--- config.mk ---
export PLATFORM = sky130hd
export DESIGN_NAME = imm_gen_stage
export DESIGN_NICKNAME = d
export VERILOG_FILES = /design/src/rtl/imm_gen_pkg.sv /design/src/rtl/imm_decode.sv /design/src/rtl/imm_gen_stage.sv
export SDC_FILE = /design/constraint.sdc
export NUM_CORES = 1
export LEC_CHECK = 0
export ABC_AREA = 0
export ABC_CLOCK_PERIOD_IN_PS = 6400
export CAP_MARGIN = 20
export CORE_UTILIZATION = 46
export DETAILED_ROUTE_END_ITERATION = 8
export GPL_TIMING_DRIVEN = 0
export HOLD_SLACK_MARGIN = 0.03
export PLACE_DENSITY = 0.73
export SETUP_SLACK_MARGIN = 0.4
export SLEW_MARGIN = 10
export SYNTH_ARGS = -nofsm -noshare
export SYNTH_HDL_FRONTEND = slang
export SYNTH_SLANG_ARGS = --single-unit
--- constraint.sdc ---
create_clock -name clk -period 6.4 [get_ports clk]
set_input_delay 1.6 -clock clk [delete_from_list [all_inputs] [get_ports clk]]
set_output_delay 1.6 -clock clk [all_outputs]
set_load 0.05 [all_outputs]
--- src/rtl/imm_gen_pkg.sv ---
// Shared immediate-format tags, opcode constants and small decode helpers for imm_gen_stage.
package imm_gen_pkg;

  typedef enum logic [2:0] {
    IMM_NONE  = 3'd0,
    IMM_I     = 3'd1,
    IMM_S     = 3'd2,
    IMM_B     = 3'd3,
    IMM_U     = 3'd4,
    IMM_J     = 3'd5,
    IMM_SHAMT = 3'd6,
    IMM_Z     = 3'd7
  } imm_type_t;

  localparam logic [6:0] OP_IMM    = 7'b0010011;
  localparam logic [6:0] OP_LOAD   = 7'b0000011;
  localparam logic [6:0] OP_JALR   = 7'b1100111;
  localparam logic [6:0] OP_STORE  = 7'b0100011;
  localparam logic [6:0] OP_BRANCH = 7'b1100011;
  localparam logic [6:0] OP_LUI    = 7'b0110111;
  localparam logic [6:0] OP_AUIPC  = 7'b0010111;
  localparam logic [6:0] OP_JAL    = 7'b1101111;
  localparam logic [6:0] OP_SYSTEM = 7'b1110011;

  // SLLI/SRLI/SRAI carry a shift amount instead of a signed immediate
  function automatic logic is_shift(input logic [2:0] funct3);
    return (funct3 == 3'b001) || (funct3 == 3'b101);
  endfunction

endpackage

--- src/rtl/imm_decode.sv ---
// Combinational RISC-V immediate decoder: instruction word in, XLEN immediate and format tag out.
// Define IMMGEN_CSR_EN to decode SYSTEM/CSR immediates; otherwise SYSTEM yields NONE.
module imm_decode
  import imm_gen_pkg::*;
#(
  parameter int XLEN = 32
) (
  input  logic [31:0]     instruction,
  output logic [XLEN-1:0] imm,
  output imm_type_t       imm_type
);

  logic [6:0]  opcode;
  logic [2:0]  funct3;
  logic [31:0] i_imm;
  logic [31:0] s_imm;
  logic [31:0] b_imm;
  logic [31:0] u_imm;
  logic [31:0] j_imm;
  logic [5:0]  shamt;

  assign opcode = instruction[6:0];
  assign funct3 = instruction[14:12];

  assign i_imm = {{20{instruction[31]}}, instruction[31:20]};
  assign s_imm = {{20{instruction[31]}}, instruction[31:25], instruction[11:7]};
  assign b_imm = {{19{instruction[31]}}, instruction[31], instruction[7],
                  instruction[30:25], instruction[11:8], 1'b0};
  assign u_imm = {instruction[31:12], 12'b0};
  assign j_imm = {{11{instruction[31]}}, instruction[31], instruction[19:12],
                  instruction[20], instruction[30:21], 1'b0};

  // RV64 shifts use a 6-bit amount; RV32 ignores bit 25
  assign shamt = (XLEN == 64) ? instruction[25:20] : {1'b0, instruction[24:20]};

  function automatic logic [XLEN-1:0] sext(input logic [31:0] v);
    logic [XLEN-1:0] r;
    r       = {XLEN{v[31]}};
    r[31:0] = v;
    return r;
  endfunction

  always_comb begin
    imm      = '0;
    imm_type = IMM_NONE;
    case (opcode)
      OP_IMM: begin
        if (is_shift(funct3)) begin
          imm      = XLEN'(shamt);
          imm_type = IMM_SHAMT;
        end else begin
          imm      = sext(i_imm);
          imm_type = IMM_I;
        end
      end
      OP_LOAD, OP_JALR: begin
        imm      = sext(i_imm);
        imm_type = IMM_I;
      end
      OP_STORE: begin
        imm      = sext(s_imm);
        imm_type = IMM_S;
      end
      OP_BRANCH: begin
        imm      = sext(b_imm);
        imm_type = IMM_B;
      end
      OP_LUI, OP_AUIPC: begin
        imm      = sext(u_imm);
        imm_type = IMM_U;
      end
      OP_JAL: begin
        imm      = sext(j_imm);
        imm_type = IMM_J;
      end
`ifdef IMMGEN_CSR_EN
      OP_SYSTEM: begin
        if (funct3[2]) begin
          imm      = XLEN'(instruction[19:15]);
          imm_type = IMM_Z;
        end else if (funct3 != 3'b000) begin
          imm      = sext(i_imm);
          imm_type = IMM_I;
        end
      end
`endif
      default: begin
        imm      = '0;
        imm_type = IMM_NONE;
      end
    endcase
  end

endmodule

--- src/rtl/imm_gen_stage.sv ---
// Pipeline stage that decodes immediates on entry and buffers results in a DEPTH-entry FIFO.
// Optional macro IMMGEN_CSR_EN enables CSR immediate decode in imm_decode.
module imm_gen_stage
  import imm_gen_pkg::*;
#(
  parameter int XLEN  = 32,
  parameter int DEPTH = 2
) (
  input  logic            clk,
  input  logic            rst,
  input  logic            flush,
  input  logic            in_valid,
  output logic            in_ready,
  input  logic [31:0]     instruction,
  input  logic [XLEN-1:0] pc_in,
  output logic            out_valid,
  input  logic            out_ready,
  output logic [XLEN-1:0] imm_out,
  output imm_type_t       imm_type,
  output logic [31:0]     instr_out,
  output logic [XLEN-1:0] pc_out
);

  localparam int PW = (DEPTH > 1) ? $clog2(DEPTH) : 1;
  localparam int CW = $clog2(DEPTH + 1);
  localparam logic [PW-1:0] LAST_PTR = PW'(DEPTH - 1);
  localparam logic [CW-1:0] FULL_CNT = CW'(DEPTH);

  logic [XLEN-1:0] imm_q   [DEPTH];
  imm_type_t       type_q  [DEPTH];
  logic [31:0]     instr_q [DEPTH];
  logic [XLEN-1:0] pc_q    [DEPTH];

  logic [PW-1:0]   wr_ptr;
  logic [PW-1:0]   rd_ptr;
  logic [CW-1:0]   count;
  logic [XLEN-1:0] dec_imm;
  imm_type_t       dec_type;
  logic            push;
  logic            pop;

  imm_decode #(.XLEN(XLEN)) u_decode (
    .instruction (instruction),
    .imm         (dec_imm),
    .imm_type    (dec_type)
  );

  function automatic logic [PW-1:0] next_ptr(input logic [PW-1:0] p);
    return (p == LAST_PTR) ? '0 : p + 1'b1;
  endfunction

  assign in_ready  = (count < FULL_CNT);
  assign out_valid = (count != '0);
  assign push      = in_valid && in_ready && !flush;
  assign pop       = out_valid && out_ready && !flush;

  // Payload storage needs no reset: reads are gated by count
  always_ff @(posedge clk) begin
    if (push) begin
      imm_q[wr_ptr]   <= dec_imm;
      type_q[wr_ptr]  <= dec_type;
      instr_q[wr_ptr] <= instruction;
      pc_q[wr_ptr]    <= pc_in;
    end
  end

  always_ff @(posedge clk) begin
    if (rst || flush) begin
      count  <= '0;
      wr_ptr <= '0;
      rd_ptr <= '0;
    end else begin
      if (push) wr_ptr <= next_ptr(wr_ptr);
      if (pop)  rd_ptr <= next_ptr(rd_ptr);
      case ({push, pop})
        2'b10:   count <= count + 1'b1;
        2'b01:   count <= count - 1'b1;
        default: count <= count;
      endcase
    end
  end

  // Head outputs read as zero whenever the buffer is empty
  always_comb begin
    imm_out   = '0;
    imm_type  = IMM_NONE;
    instr_out = '0;
    pc_out    = '0;
    if (out_valid) begin
      imm_out   = imm_q[rd_ptr];
      imm_type  = type_q[rd_ptr];
      instr_out = instr_q[rd_ptr];
      pc_out    = pc_q[rd_ptr];
    end
  end

endmodule

==> results.yml <==
clock_tree:
  clockRootBuffer: "clkbuf_16"
  cts_tree: "yes"
  htreeDepth: 1
  cts_buffers: 22
  clk_pin_slew_worst_paths_ps: 50
  cts_sinks: 203
  hold_buffers: 0
  clkLatencyLatePin_ps: 500
  cts_buffer_depth: 3
  postCtsSetupRepairBufs: 0
  post_cts_resized: 0
sta:
  worst_slew_pin_slew_ps: 620
  finalCriticalPeriod_ps: 4660
  setup-tns-final_ps: 0
  fin_skew_ps: 12.9
  setup_viol: 0
  final-max-slew-violation-count: 0
  fin_ws_ps: 1740
  max_freq_mhz: 214
  hold_viol_final: 0
  relSlewSlack_pct: 58.7
  fin_crit_sh_pct: 72.9
  rsz0062_at_grt: "no"
floorplanning:
  die_h_um: 135
  initial_core_util_pct: 47.0
  die_area_mm2: 0.0182
  die_width_um: 135
  core_area_mm2: 0.0173
  rows: 48
  ios: 170
placement:
  gp_congestion: 0.835
  dpl.cell_count: 915
  dp.final_hpwl_um: 12500
  io_buffers: 169
  dp_worst_setup_slack_ps: 2180
min_path:
  hold_start: "rd_ptr"
  hold_path_class: "flip-flop to flip-flop"
  hold_path_depth: 2
critical_path:
  slowest_delay_ps: 710
  cp.arrival_ps: 3060
  start_kind: "flip-flop"
  worstPathRequired_ps: 4800
  crit_slowest_cell: "clkdlybuf4s50_1"
  r2r-end: "instr_q[0][9]"
  crit_buf_inv: 3
  end_kind: "primary output"
  critPathKind: "flip-flop to primary output"
  rr_worst_depth: 7
  worst-r2r-setup-slack_ps: 4010
  crit_fanout: 10
  r2r_start: "count[1]"
  cp_top_family: "buffers and inverters"
  crit_chain: "nor2_2 > clkbuf_1 > buf_2 > nor2_1 > clkdlybuf4s50_1"
yosys:
  synth_flop_cell: "edfxtp_1"
  netlist_area_mm2: 0.00813
  synth.avg_cell_area_um2: 15.8
  ys_seq_area_share_pct: 74.4
  yosysWarnings: 0
  synth.area.top_cells: "edfxtp_1, mux2i_1, nor2_1, a21o_1, dfxtp_1"
  yosysMostFrequentCell: "edfxtp_1"
  ys_types: 37
  synthTopCellsByCount: "edfxtp_1, nor2_1, mux2i_1, a21o_1, buf_2"
  synth.largest_area_cell: "edfxtp_1"
  synth.ff_latch_count: 203
  async_flop_share_pct: 0
  syn_nets: 583
  synthCells: 513
  yosysTopAreaCellShare_pct: 73.2
  synth-edff-count: 198
route:
  vias: 4920
  vias_per_cell: 5.16
  drt_wl_total_um: 17900
  drtAntennaViolNets: 0
  avgRoutedWirePerCell_um: 18.8
  route.detailed.drc: 0
  drt_pre_antenna_iters: 4
  drtIter0Drc: 278
power_and_ir_drop:
  p_per_area_mw_per_mm2: 267
  p_switching_mw: 0.628
  combPwrFrac_pct: 8.4
  leakage_nw: 3.69
  p_int_mw: 2.30
  swShare_pct: 21.4
  seqPwrFrac_pct: 51.3
  clockPowerShare_pct: 40.3
  ir_worst_vdd_mv: 0.179
finish:
  fillers: 1275
  antenna_cells: 0
  final_cells: 953
  drive_gt1_share_pct: 8.38
  final_nets: 784
  final-seq-area_mm2: 0.00605
  syn_to_final_growth_pct: 35.1
  multi_input_area_mm2: 0.00195
global_routing:
  grtUsageTotal_pct: 20.0
  grt-ovfl-total: 0
  grt_max_degree: 29
  grt_pass1_wl_um: 27400
  antenna_found_initial: 0
  grt_pass1_vias: 5131
status:
  status: "completed"
run:
  cap_violations: 0
worst register-to-register path: cells and delay by family (launching register included):
family                 cells  cell delay (ps)
buffers and inverters      4              860
flip-flops                 1              360
AND/OR/NAND/NOR            3              880
metal layers:
layer,wire [um],track usage [%],vias to the layer above
met5,0,0,-
met4,378,5.31,0
met3,1140,3.38,35
met1,7540,26.1,2383
met2,8860,34.5,191
li1,-,-,2311
flip-flops by register name, indices dropped and copies added (netlist names), named ones only:
| signal | count |
|---|---|
| imm_q | 64 |
| instr_q | 64 |
| pc_q | 64 |
| type_q | 6 |
| count | 2 |
| rd_ptr | 1 |
| wr_ptr | 1 |
cell families after synthesis:
family / Yosys count / share of synthesized area [%]
flops: 203 / 74.4
simple gates: 137 / 7.22
compound gates: 37 / 3.71
fa+ha+maj: 1 / 0.154
xor+xnor: 5 / 0.539
mux: 99 / 12.2
buf+inv: 31 / 1.80
worst max-delay path by stage:
stage,depth (start not counted),from,endpoint
5_1_grt,5,count[1],imm_out[27]
4_1_cts,5,count[1],imm_out[27]
6_report,5,count[1],imm_out[27]
3_3_place_gp,4,flush,imm_q[1][22]
2_1_floorplan,3,flush,imm_q[0][0]
3_5_place_dp,5,count[1],imm_out[27]
power groups by stage:
stage	registers, mW	logic, mW	clock network, mW
floorplan	1.53	0.124	0
global placement	1.54	0.230	0
detailed placement	1.53	0.246	0
CTS	1.50	0.248	1.21
global route	1.50	0.261	1.26
finish	1.50	0.246	1.18
metrics by stage:
stage / area (um^2) / util, % / hold WS [ps] / total power, mW
final: 11000 / 63.5 / 571 / 2.93
after global placement: 10100 / 58.4 / 543 / 1.77
after detailed placement: 10300 / 59.6 / 562 / 1.78
after CTS: 11000 / 63.5 / 575 / 2.96
after floorplan: 8130 / - / 520 / 1.66
after global routing: 11000 / 63.5 / 631 / 3.03
layout by cell type (no fill, tap or decap), types with 3 or more instances in the layout:
cell type        netlist  routed
buf_16                 0       4
inv_1                  5       5
clkdlybuf4s50_1        0     169
nand2_1                4       4
a21o_1                21      21
a22o_1                 4       4
o21ai_0                4       4
buf_12                 0       4
buf_2                 12      12
edfxtp_1             198     198
mux2i_1               99      99
xnor2_1                3       3
nor3_1                 5       5
clkbuf_16              0      23
nand3_1                5       5
and2_1                 6       6
clkbuf_1               9      18
nor2_1               107     105
dfxtp_1                5       5
layout make-up:
cell class | instances | area share, %
well taps | 225 | 2.56
multi-input cells | 279 | 17.8
clock buffers | 33 | 5.67
inverters | 7 | 0.239
flip-flops and latches | 203 | 55.1
clock inverters | 5 | 0.479
plain buffers | 24 | 1.09
repair buffers | 177 | 17.1
Note: power is estimated with default switching activity, not from simulation.
